<file path="src/rtl/axil_responder_pkg.sv">
// Shared types and helpers for the AXI-Lite register responder.
// Latency: n/a (package only).
// Backpressure: n/a (package only).
// Contents: response codes, write/read FSM state enums, and the address decode helper.
package axil_responder_pkg;

  localparam logic [1:0] OKAY   = 2'b00;
  localparam logic [1:0] SLVERR = 2'b10;

  typedef enum logic {
    W_IDLE,
    W_RESP
  } write_state_t;

  typedef enum logic {
    R_IDLE,
    R_DATA
  } read_state_t;

  // 8-bit index covers the largest supported bank of 256 registers.
  typedef struct packed {
    logic       valid;
    logic [7:0] index;
  } decode_t;

  // Byte address -> register index. The low two address bits are ignored.
  // Addresses below the base wrap to a huge offset, but the explicit
  // addr >= base term rejects them regardless.
  function automatic decode_t decode_address(input logic [31:0] addr,
                                             input logic [31:0] base,
                                             input logic [31:0] n_registers);
    logic [31:0] offset;
    logic [31:0] word;
    decode_t     d;
    offset  = addr - base;
    word    = offset >> 2;
    d.valid = (addr >= base) && (word < n_registers);
    d.index = word[7:0];
    return d;
  endfunction

endpackage

</file>
<file path="src/rtl/axi_lite.sv">
// AXI-Lite bus bundle with master and slave views.
// Latency: n/a (wires only).
// Backpressure: standard valid/ready on each of the five channels.
// Ports: none; the AW, W, B, AR and R channel signals are exposed through the master and slave modports.
interface axi_lite #(
  parameter int DATA_WIDTH = 32,
  parameter int ADDR_WIDTH = 32
);
  logic [ADDR_WIDTH-1:0]   awaddr;
  logic                    awvalid;
  logic                    awready;
  logic [DATA_WIDTH-1:0]   wdata;
  logic [DATA_WIDTH/8-1:0] wstrb;
  logic                    wvalid;
  logic                    wready;
  logic [1:0]              bresp;
  logic                    bvalid;
  logic                    bready;
  logic [ADDR_WIDTH-1:0]   araddr;
  logic                    arvalid;
  logic                    arready;
  logic [DATA_WIDTH-1:0]   rdata;
  logic [1:0]              rresp;
  logic                    rvalid;
  logic                    rready;

  modport master (
    output awaddr, awvalid, input awready,
    output wdata, wstrb, wvalid, input wready,
    input bresp, bvalid, output bready,
    output araddr, arvalid, input arready,
    input rdata, rresp, rvalid, output rready
  );

  modport slave (
    input awaddr, awvalid, output awready,
    input wdata, wstrb, wvalid, output wready,
    output bresp, bvalid, input bready,
    input araddr, arvalid, output arready,
    output rdata, rresp, rvalid, input rready
  );
endinterface

</file>
<file path="src/rtl/axil_write_collector.sv">
// Collects AXI-Lite AW and W beats (any order) and issues one register commit plus the B response.
// Latency: commit and BVALID on the edge where the second of AW/W handshakes.
// Backpressure: AW/W ready drop once their beat is held; nothing accepted until B handshakes.
// Ports: clock/reset; AW, W and B channel signals; commit/commit_index/commit_data/commit_strb to the register bank.
module axil_write_collector
  import axil_responder_pkg::*;
#(
  parameter logic [31:0] BASE_ADDRESS = 32'h0,
  parameter int          N_REGISTERS  = 8
) (
  input  logic        clock,
  input  logic        reset,
  input  logic [31:0] aw_addr,
  input  logic        aw_valid,
  output logic        aw_ready,
  input  logic [31:0] w_data,
  input  logic [3:0]  w_strb,
  input  logic        w_valid,
  output logic        w_ready,
  output logic [1:0]  b_resp,
  output logic        b_valid,
  input  logic        b_ready,
  output logic        commit,
  output logic [7:0]  commit_index,
  output logic [31:0] commit_data,
  output logic [3:0]  commit_strb
);

  write_state_t state;
  logic         aw_held;
  logic         w_held;
  logic [31:0]  aw_addr_q;
  logic [31:0]  w_data_q;
  logic [3:0]   w_strb_q;

  logic         aw_fire;
  logic         w_fire;
  logic         write_go;
  logic [31:0]  addr_cur;
  decode_t      dec;

  assign aw_ready = (state == W_IDLE) && !aw_held;
  assign w_ready  = (state == W_IDLE) && !w_held;
  assign aw_fire  = aw_valid && aw_ready;
  assign w_fire   = w_valid && w_ready;

  // A beat handshaking this cycle is used directly so the write lands on the
  // same edge as the last handshake rather than one cycle later.
  assign addr_cur    = aw_held ? aw_addr_q : aw_addr;
  assign commit_data = w_held ? w_data_q : w_data;
  assign commit_strb = w_held ? w_strb_q : w_strb;

  assign dec          = decode_address(addr_cur, BASE_ADDRESS, 32'(N_REGISTERS));
  assign write_go     = (state == W_IDLE) && (aw_held || aw_fire) && (w_held || w_fire);
  assign commit       = write_go && dec.valid;
  assign commit_index = dec.index;

  always_ff @(posedge clock) begin
    if (reset) begin
      state     <= W_IDLE;
      aw_held   <= 1'b0;
      w_held    <= 1'b0;
      aw_addr_q <= '0;
      w_data_q  <= '0;
      w_strb_q  <= '0;
      b_valid   <= 1'b0;
      b_resp    <= OKAY;
    end else begin
      unique case (state)
        W_IDLE: begin
          if (aw_fire) begin
            aw_held   <= 1'b1;
            aw_addr_q <= aw_addr;
          end
          if (w_fire) begin
            w_held   <= 1'b1;
            w_data_q <= w_data;
            w_strb_q <= w_strb;
          end
          if (write_go) begin
            state   <= W_RESP;
            b_valid <= 1'b1;
            b_resp  <= dec.valid ? OKAY : SLVERR;
          end
        end
        W_RESP: begin
          // Held flags stay set here so both readies remain low until B completes.
          if (b_ready) begin
            state   <= W_IDLE;
            b_valid <= 1'b0;
            aw_held <= 1'b0;
            w_held  <= 1'b0;
          end
        end
        default: state <= W_IDLE;
      endcase
    end
  end

endmodule

</file>
<file path="src/rtl/axil_register_responder.sv">
// AXI-Lite slave exposing N 32-bit output registers (byte-strobed writes) and N live input registers (reads).
// Latency: write visible and BVALID one edge after AW+W; RVALID one edge after AR.
// Backpressure: one outstanding transaction per channel; BVALID/RVALID held until BREADY/RREADY.
// Ports: clock/reset, axil slave bus, input_registers (read-back), output_registers, write_strobe (1-cycle per-register pulse).
module axil_register_responder
  import axil_responder_pkg::*;
#(
  parameter logic [31:0]                   BASE_ADDRESS          = 32'h0,
  parameter int                            N_REGISTERS           = 8,
  parameter logic [N_REGISTERS-1:0][31:0]  INITIAL_OUTPUT_VALUES = '0
) (
  input  logic                            clock,
  input  logic                            reset,
  axi_lite.slave                          axil,
  input  logic [N_REGISTERS-1:0][31:0]    input_registers,
  output logic [N_REGISTERS-1:0][31:0]    output_registers,
  output logic [N_REGISTERS-1:0]          write_strobe
);

  logic        commit;
  logic [7:0]  commit_index;
  logic [31:0] commit_data;
  logic [3:0]  commit_strb;

  axil_write_collector #(
    .BASE_ADDRESS (BASE_ADDRESS),
    .N_REGISTERS  (N_REGISTERS)
  ) u_write_collector (
    .clock        (clock),
    .reset        (reset),
    .aw_addr      (axil.awaddr),
    .aw_valid     (axil.awvalid),
    .aw_ready     (axil.awready),
    .w_data       (axil.wdata),
    .w_strb       (axil.wstrb),
    .w_valid      (axil.wvalid),
    .w_ready      (axil.wready),
    .b_resp       (axil.bresp),
    .b_valid      (axil.bvalid),
    .b_ready      (axil.bready),
    .commit       (commit),
    .commit_index (commit_index),
    .commit_data  (commit_data),
    .commit_strb  (commit_strb)
  );

  // Register bank. The strobe pulses on any committed write, including WSTRB=0.
  always_ff @(posedge clock) begin
    if (reset) begin
      output_registers <= INITIAL_OUTPUT_VALUES;
      write_strobe     <= '0;
    end else begin
      write_strobe <= '0;
      for (int i = 0; i < N_REGISTERS; i++) begin
        if (commit && (commit_index == i[7:0])) begin
          write_strobe[i] <= 1'b1;
          for (int b = 0; b < 4; b++) begin
            if (commit_strb[b]) begin
              output_registers[i][b*8 +: 8] <= commit_data[b*8 +: 8];
            end
          end
        end
      end
    end
  end

  // Read path: independent of writes; always returns the live input value.
  read_state_t r_state;
  decode_t     rd_dec;
  logic [31:0] rd_word;
  logic        ar_fire;

  always_comb begin
    rd_dec  = decode_address(axil.araddr, BASE_ADDRESS, 32'(N_REGISTERS));
    rd_word = '0;
    for (int i = 0; i < N_REGISTERS; i++) begin
      if (rd_dec.index == i[7:0]) begin
        rd_word = input_registers[i];
      end
    end
  end

  assign axil.arready = (r_state == R_IDLE);
  assign ar_fire      = axil.arvalid && axil.arready;

  always_ff @(posedge clock) begin
    if (reset) begin
      r_state     <= R_IDLE;
      axil.rvalid <= 1'b0;
      axil.rresp  <= OKAY;
      axil.rdata  <= '0;
    end else begin
      unique case (r_state)
        R_IDLE: begin
          if (ar_fire) begin
            r_state     <= R_DATA;
            axil.rvalid <= 1'b1;
            axil.rresp  <= rd_dec.valid ? OKAY : SLVERR;
            axil.rdata  <= rd_dec.valid ? rd_word : 32'h0;
          end
        end
        R_DATA: begin
          if (axil.rready) begin
            r_state     <= R_IDLE;
            axil.rvalid <= 1'b0;
          end
        end
        default: r_state <= R_IDLE;
      endcase
    end
  end

endmodule

</file>
<file path="src/flat_wrapper.sv">
// flat-port wrapper written by rule: the top's interface ports become plain ports
module axil_register_responder_flat import axil_responder_pkg::*;
#(
  parameter logic [31:0]                   BASE_ADDRESS          = 32'h0,
  parameter int                            N_REGISTERS           = 8,
  parameter logic [N_REGISTERS-1:0][31:0]  INITIAL_OUTPUT_VALUES = '0
)
  (clock, reset, input_registers, output_registers, write_strobe, axil_awaddr, axil_awvalid, axil_awready, axil_wdata, axil_wstrb, axil_wvalid, axil_wready, axil_bresp, axil_bvalid, axil_bready, axil_araddr, axil_arvalid, axil_arready, axil_rdata, axil_rresp, axil_rvalid, axil_rready);
  axi_lite #(.DATA_WIDTH(32), .ADDR_WIDTH(32)) axil_i ();
  input  logic clock;
  input  logic reset;
  input  logic [N_REGISTERS-1:0][31:0] input_registers;
  output logic [N_REGISTERS-1:0][31:0] output_registers;
  output logic [N_REGISTERS-1:0] write_strobe;
  input wire logic [$bits(axil_i.awaddr)-1:0] axil_awaddr;
  input wire logic [$bits(axil_i.awvalid)-1:0] axil_awvalid;
  output wire logic [$bits(axil_i.awready)-1:0] axil_awready;
  input wire logic [$bits(axil_i.wdata)-1:0] axil_wdata;
  input wire logic [$bits(axil_i.wstrb)-1:0] axil_wstrb;
  input wire logic [$bits(axil_i.wvalid)-1:0] axil_wvalid;
  output wire logic [$bits(axil_i.wready)-1:0] axil_wready;
  output wire logic [$bits(axil_i.bresp)-1:0] axil_bresp;
  output wire logic [$bits(axil_i.bvalid)-1:0] axil_bvalid;
  input wire logic [$bits(axil_i.bready)-1:0] axil_bready;
  input wire logic [$bits(axil_i.araddr)-1:0] axil_araddr;
  input wire logic [$bits(axil_i.arvalid)-1:0] axil_arvalid;
  output wire logic [$bits(axil_i.arready)-1:0] axil_arready;
  output wire logic [$bits(axil_i.rdata)-1:0] axil_rdata;
  output wire logic [$bits(axil_i.rresp)-1:0] axil_rresp;
  output wire logic [$bits(axil_i.rvalid)-1:0] axil_rvalid;
  input wire logic [$bits(axil_i.rready)-1:0] axil_rready;
  assign axil_i.awaddr = axil_awaddr;
  assign axil_i.awvalid = axil_awvalid;
  assign axil_awready = axil_i.awready;
  assign axil_i.wdata = axil_wdata;
  assign axil_i.wstrb = axil_wstrb;
  assign axil_i.wvalid = axil_wvalid;
  assign axil_wready = axil_i.wready;
  assign axil_bresp = axil_i.bresp;
  assign axil_bvalid = axil_i.bvalid;
  assign axil_i.bready = axil_bready;
  assign axil_i.araddr = axil_araddr;
  assign axil_i.arvalid = axil_arvalid;
  assign axil_arready = axil_i.arready;
  assign axil_rdata = axil_i.rdata;
  assign axil_rresp = axil_i.rresp;
  assign axil_rvalid = axil_i.rvalid;
  assign axil_i.rready = axil_rready;
  axil_register_responder #(.BASE_ADDRESS(BASE_ADDRESS), .N_REGISTERS(N_REGISTERS), .INITIAL_OUTPUT_VALUES(INITIAL_OUTPUT_VALUES)) u_core (.clock(clock), .reset(reset), .axil(axil_i), .input_registers(input_registers), .output_registers(output_registers), .write_strobe(write_strobe));
endmodule
</file>
<file path="config.mk">
export PLATFORM = sky130hd
export DESIGN_NAME = axil_register_responder_flat
export DESIGN_NICKNAME = d
export VERILOG_FILES = /design/src/rtl/axil_responder_pkg.sv /design/src/rtl/axi_lite.sv /design/src/rtl/axil_write_collector.sv /design/src/rtl/axil_register_responder.sv /design/src/flat_wrapper.sv
export SDC_FILE = /design/constraint.sdc
export NUM_CORES = 1
export LEC_CHECK = 0
export ABC_AREA = 1
export ABC_CLOCK_PERIOD_IN_PS = 4059
export CELL_PAD_IN_SITES_DETAIL_PLACEMENT = 0
export CELL_PAD_IN_SITES_GLOBAL_PLACEMENT = 1
export CORE_AREA = 2 2 262 264
export DETAILED_ROUTE_END_ITERATION = 8
export DIE_AREA = 0 0 264 266
export PLACE_DENSITY_LB_ADDON = 0.08
export REMOVE_ABC_BUFFERS = 1
export SYNTH_ARGS = -nofsm -noshare
export SYNTH_HDL_FRONTEND = slang
export SYNTH_SLANG_ARGS = --single-unit
export TNS_END_PERCENT = 50
</file>
<file path="constraint.sdc">
create_clock -name clock -period 4.06 [get_ports clock]
set_input_delay 0.812 -clock clock [delete_from_list [all_inputs] [get_ports clock]]
set_output_delay 0.812 -clock clock [all_outputs]
set_load 0.05 [all_outputs]
</file>
==> After elaboration in Yosys (flattened, before gate mapping) <==
Index checks and enable logic that the tools add are counted.
{ "word_totals": {"output_inout_bits": 305, "reg_bits": 374, "word_cells": 173, "input_bits": 363} }
{ "classes": {"order_cmp": 4, "n_reduce_logical": 64, "n_mux": 38, "eq_ne": 20, "bitwise_logic": 2} }
{ "ops": {"columns": ["op", "n"], "rows": [
  ["32-bit 2-to-1 mux", 11],
  ["2-bit AND reduction", 40],
  ["8-bit by 3-bit equality test with 1-bit output (second input constant)", 8],
  ["32-bit by 1-bit greater-or-equal comparator with 1-bit output (second input constant)", 2],
  ["30-bit by 4-bit less-than comparator with 1-bit output (second input constant)", 2],
  ["8-bit by 2-bit equality test with 1-bit output (second input constant)", 4],
  ["1-bit logical AND", 18],
  ["1-bit 2-to-1 mux", 18],
  ["8-bit by 1-bit equality test with 1-bit output (second input constant)", 2],
  ["8-bit logical NOT", 2],
  ["2-bit != test (second input constant)", 6],
  ["1-bit case mux with 2 select lines", 6],
  ["2-bit 2-to-1 mux", 2],
  ["4-bit 2-to-1 mux", 1],
  ["1-bit logical NOT", 2],
  ["1-bit logical OR", 2],
  ["1-bit inverter", 2]
]} }

==> Depth between registers and ports, before layout <==
{ "logic_depth": {"depth_word": 10, "ltp_mapped": 14, "mapped_depth_nobuf": 11} }

==> Modules after synthesis <==
From an unflattened synthesis, not the netlist that was laid out.
{ "hier_totals": {"hier_cells": 2385, "hier_area_um2": 16457.0} }
{ "modules_own_cells": {"columns": ["module", "area_per_inst_um2", "cells_each", "n_inst", "seq_area_each_um2"], "rows": [
  ["axil_register_responder", 13196.4, 1880, 1, 5985.7],
  ["axil_write_collector", 3260.6, 505, 1, 1421.4]
]} }

==> Worst setup path before layout <==
Ideal clock, no wire load.
{ "synth_path": {"kind": "in2reg", "from": "input axil_awaddr[6]", "to": "register u_core.output_registers[224] (netlist bit)", "path_stages": 11, "arrival_time_ns": 2.217, "setup_time_ns": 0.114, "path_slack_ns": 1.729, "required_ns": 3.946, "path_buffers": 2, "path_cell_list": "nor2_1 -> nand2_1 -> o21ai_2 -> nand2_2 -> or2_1 -> buf_4 -> nor2_8 -> buf_4 -> nand3_1 -> nor2_1 -> nor2_1"} }
{ "synth_via": {"elab_chain_len": 6, "elab_cells_between_ends": 8, "classes_between": "order compare: 2; eq/ne: 1; mux: 1; reduce/logical: 4"} }
{ "synth_lines": {"columns": ["item", "line", "text"], "rows": [
  ["start, declared", "flat_wrapper.sv:15", "input wire logic [$bits(axil_i.awaddr)-1:0] axil_awaddr;"],
  ["32-bit 2-to-1 mux *", "axil_write_collector.sv:49", "assign addr_cur = aw_held ? aw_addr_q : aw_addr;"],
  ["32-bit by 1-bit greater-or-equal comparator with 1-bit output or 30-bit by 4-bit less-than comparator with 1-bit output (tied branches)", "axil_responder_pkg.sv:37", "d.valid = (addr >= base) && (word < n_registers);"],
  ["1-bit logical AND", "axil_responder_pkg.sv:37", null],
  ["1-bit logical AND", "axil_write_collector.sv:55", "assign commit = write_go && dec.valid;"],
  ["1-bit logical AND *", "axil_register_responder.sv:55", "if (commit && (commit_index == i[7:0])) begin"],
  ["2-bit AND reduction (no line) *", null, null],
  ["end signal, assigned by index", "axil_register_responder.sv:59", "output_registers[i][b*8 +: 8] <= commit_data[b*8 +: 8];"],
  ["end, declared", "axil_register_responder.sv:16", "output logic [N_REGISTERS-1:0][31:0] output_registers,"]
]} }
Every way passes the cells marked *; elsewhere a longest branch is shown, timed or not.
A chain may end at the register's enable or synchronous reset.

==> Worst setup path after layout <==
{ "layout_path": {"from": "register u_core.u_write_collector.aw_held", "to": "output axil_awready"} }
{ "layout_via": {"elab_chain_len": 2} }
{ "layout_lines": {"columns": ["item", "line", "text"], "rows": [
  ["start, declared", "axil_write_collector.sv:30", "logic aw_held;"],
  ["start signal, assigned", "axil_write_collector.sv:61", "aw_held <= 1'b0;"],
  ["start signal, assigned", "axil_write_collector.sv:72", "aw_held <= 1'b1;"],
  ["start signal, assigned", "axil_write_collector.sv:91", "aw_held <= 1'b0;"],
  ["1-bit logical NOT", "axil_write_collector.sv:42", "assign aw_ready = (state == W_IDLE) && !aw_held;"],
  ["1-bit logical AND", "axil_write_collector.sv:42", null],
  ["end, declared", "flat_wrapper.sv:17", "output wire logic [$bits(axil_i.awready)-1:0] axil_awready;"]
]} }
No other way between the ends.

==> impl_metrics.yaml <==
status:
  status: "finished clean"
detailed_routing:
  drt_iter0_markers: 1333
  viasPerCell: 4.50
  route.detailed.drc: 0
  wl_um: 90100
  via_count: 20129
  drtAntennaViolNets: 0
  wl_per_cell_um: 20.1
  firstDrtPassIters: 8
worst_setup_path:
  critPathKind: "flip-flop to output port"
  worstPathMaxFanout: 13
  path_delay_family: "buffers and inverters"
  end_kind: "output port"
  worst_setup_path_start_kind: "flip-flop"
  r2r_cells: 10
  rrSetupSlack_ns: 1.12
  max_stage_delay_ns: 0.90
  crit_buf_inv: 2
  crit_chain: "buf_4 -> nor2_1 -> clkdlybuf4s50_1"
  r2r_end: "u_core.output_registers[244]$_SDFFE_PP0P_"
  cp_slowest_cell: "clkdlybuf4s50_1"
  required_ns: 3.25
  rr_startpoint: "u_core.u_write_collector.aw_held$_SDFFE_PP0P_"
  arrival_ns: 2.28
synth:
  ys_seq_area_frac: 0.400
  synth_edf_count: 0
  async_reset_ff_frac: 0
  netlist_area_um2: 18500
  netlist_instances: 2931
  synth_flop_cell: "dfxtp_1"
  synth.yosys.warnings: 0
  syn_area_per_cell_um2: 6.32
  ys_ff_latch: 370
  ys_types: 37
clock_tree:
  h-tree-depth: 2
  cts_resized: 0
  clkSlewWorstSetupHoldPaths_ns: 0.06
  cts_buffer_depth: 3
  cts_hold_buf: 0
  post_cts_buffers: 0
  cts_tree: "yes"
  cts_made_buffers: 46
  root_buffer: "clkbuf_16"
  clkLatencyLatePin_ns: 0.60
  clock_sinks: 370
min_path:
  hold_depth: 2
  min_from: "u_core.u_write_collector.aw_addr_q[4]$_SDFFE_PP0P_"
  hp-class: "flip-flop to flip-flop"
  holdPathEnd: "u_core.u_write_collector.aw_addr_q[4]$_SDFFE_PP0P_"
sta:
  hold_ws_ns: 0.453
  hold_viol: 0
  setup_tns_ns: 0
  worst_slew_pin_slew_ns: 0.891
  period_minus_slack_ns: 3.09
  fmax_mhz: 323
  worst_slew_margin_rel: 0.389
  min_period_over_period: 0.762
  skew_ns: 0.0286
  drv_slew: 0
  setup_viol: 0
  rsz0062_at_grt: "no"
global_routing:
  grt_usage: 0.251
  grt_pass1_vias: 19336
  grt_overflow: 0
  grt_max_degree: 107
  antenna_found_initial: 33
  grt_pass1_wl_um: 130000
placement:
  place_congestion: 0.919
  portBuffers: 661
  hpwl_um: 68200
die:
  pin_count: 668
  fp.dieArea_um2: 70200
  die_height_um: 266
  row_count: 96
  fp.dieW_um: 264
  core_area_um2: 67700
  start_util: 0.273
finish:
  syn_to_final_growth_pct: 49.1
  layout-drive-gt1-share: 0.0576
  n_fill_cell: 7181
  num-nets-final: 3904
flow_run:
  max-cap-violations: 0
power_and_ir_drop:
  cellPowerDensity_nw_per_um2: 327
  p_leak_nw: 12.5
  ir_drop_v: 0.000259
## cells in the mapped netlist (2+ instances only)
master	n	area, um2
o21bai_1	9	67.6
inv_1	404	1520
buf_4	8	60.1
a21oi_1	55	275
clkbuf_1	105	394
nor2_1	728	2730
nand4_4	12	255
dfxtp_1	370	7410
mux2i_1	5	50.1
o211ai_1	24	180
nand3_1	142	711
nand2_2	4	25.0
buf_6	16	180
nor4_1	7	43.8
buf_1	5	18.8
o21ai_2	3	26.3
nand4_2	3	37.5
buf_2	19	95.1
nor2_4	2	22.5
inv_2	3	11.3
nor2_8	3	60.1
nor3b_1	4	30.0
o21ai_0	87	435
o21ai_1	2	10.0
nand2_1	757	2840
nor3_4	3	48.8
and2_1	2	12.5
nor3_1	7	35.0
nand4_1	100	626
nand3_2	13	130
or2_2	23	144
## per-layer routing
metal	wire length [um]	track usage	vias up
li1	-	-	10213
met1	35700	0.288	9149
met2	44400	0.441	598
met3	7520	0.0851	141
met4	2340	0.0691	28
met5	184	0	-
## worst min-delay path: stages (launching register included)
cell     delay, ns
dfxtp_1       0.29
inv_1         0.06
a21oi_1       0.05
## sequential cells by signal (all words and copies together) (netlist names), 4 cells and up
name / flops
u_core.output_registers: 256
u_core.axil.rdata: 32
u_core.u_write_collector.w_data_q: 32
u_core.u_write_collector.aw_addr_q: 30
u_core.write_strobe: 8
u_core.u_write_collector.w_strb_q: 4
## per-stage QoR
stage          utilization  instances  total power [mW]  setup WS [ns]  area (um2)
6_report             0.408       4477              9.03          0.968       27600
5_1_grt              0.407       4465              9.41          0.733       27600
4_1_cts              0.407       4456              9.16          0.952       27600
3_5_place_dp         0.385       4375              4.98          0.423       26100
3_3_place_gp         0.385       4375              4.97          0.466       26100
2_1_floorplan            -       2779              4.29          0.300       17800
## final cells by class
class,count,area (um2),area share
Clock buffer,66,1340,0.0484
Tap cell,882,1100,0.0400
Antenna cell,21,52.6,0.00190
Clock inverter,15,149,0.00539
Sequential cell,370,7410,0.268
Timing Repair Buffer,714,7150,0.259
Inverter,408,1540,0.0557
Multi-Input combinational cell,2001,8880,0.322
## cell families (layout without fill, tap and decap cells)
logic type | after synthesis | in the layout | share of synthesized area
muxes | 5 | 5 | 0.00270
DFF | 370 | 370 | 0.400
other | 1 | 23 | 0.000202
and+or+nand+nor | 1813 | 1813 | 0.420
buffers and inverters | 561 | 1203 | 0.123
AOI/OAI and AO/OA | 181 | 181 | 0.0542
## where the power goes
| part | internal, mW | total [mW] | switching (mW) |
|---|---|---|---|
| combinational | 0.472 | 1.15 | 0.676 |
| clock | 2.42 | 4.13 | 1.71 |
| sequential | 3.71 | 3.75 | 0.0413 |
| total | 6.60 | 9.03 | 2.43 |
## placed cells by master, fill, tap and decap left out, types with 4 or more instances in the layout
cell type,instances
a21oi_1,55
nor2_4,5
dfxtp_1,369
nand3_2,13
clkinv_2,9
inv_1,403
nor4_1,7
mux2i_1,5
clkdlybuf4s50_1,660
o21bai_1,9
inv_2,4
nor3_1,7
buf_12,11
o211ai_1,24
nand2_2,5
or2_2,23
nand3_1,142
nand4_1,100
nor3b_1,4
nor3_4,4
clkbuf_1,10
nand2_1,756
nand4_4,12
nor2_1,722
o21ai_0,87
clkbuf_8,9
diode_2,21
clkbuf_16,47
buf_4,42
## worst max-delay path by stage
stage / startpoint / end / slack [ns] / depth (start not counted)
after floorplan: axil_araddr[6] / u_core.axil.rdata[0]$_SDFFE_PP0P_ / 0.30 / 9
after global placement: axil_wvalid / u_core.output_registers[104]$_SDFFE_PP0P_ / 0.47 / 9
after detailed placement: axil_wvalid / u_core.output_registers[106]$_SDFFE_PP0P_ / 0.42 / 9
after CTS: u_core.u_write_collector.aw_held$_SDFFE_PP0P_ / axil_awready / 0.95 / 3
after global routing: u_core.u_write_collector.aw_held$_SDFFE_PP0P_ / u_core.output_registers[107]$_SDFFE_PP0P_ / 0.73 / 9
final: u_core.u_write_collector.aw_held$_SDFFE_PP0P_ / axil_awready / 0.97 / 3
(Power assumes the default switching activity.)
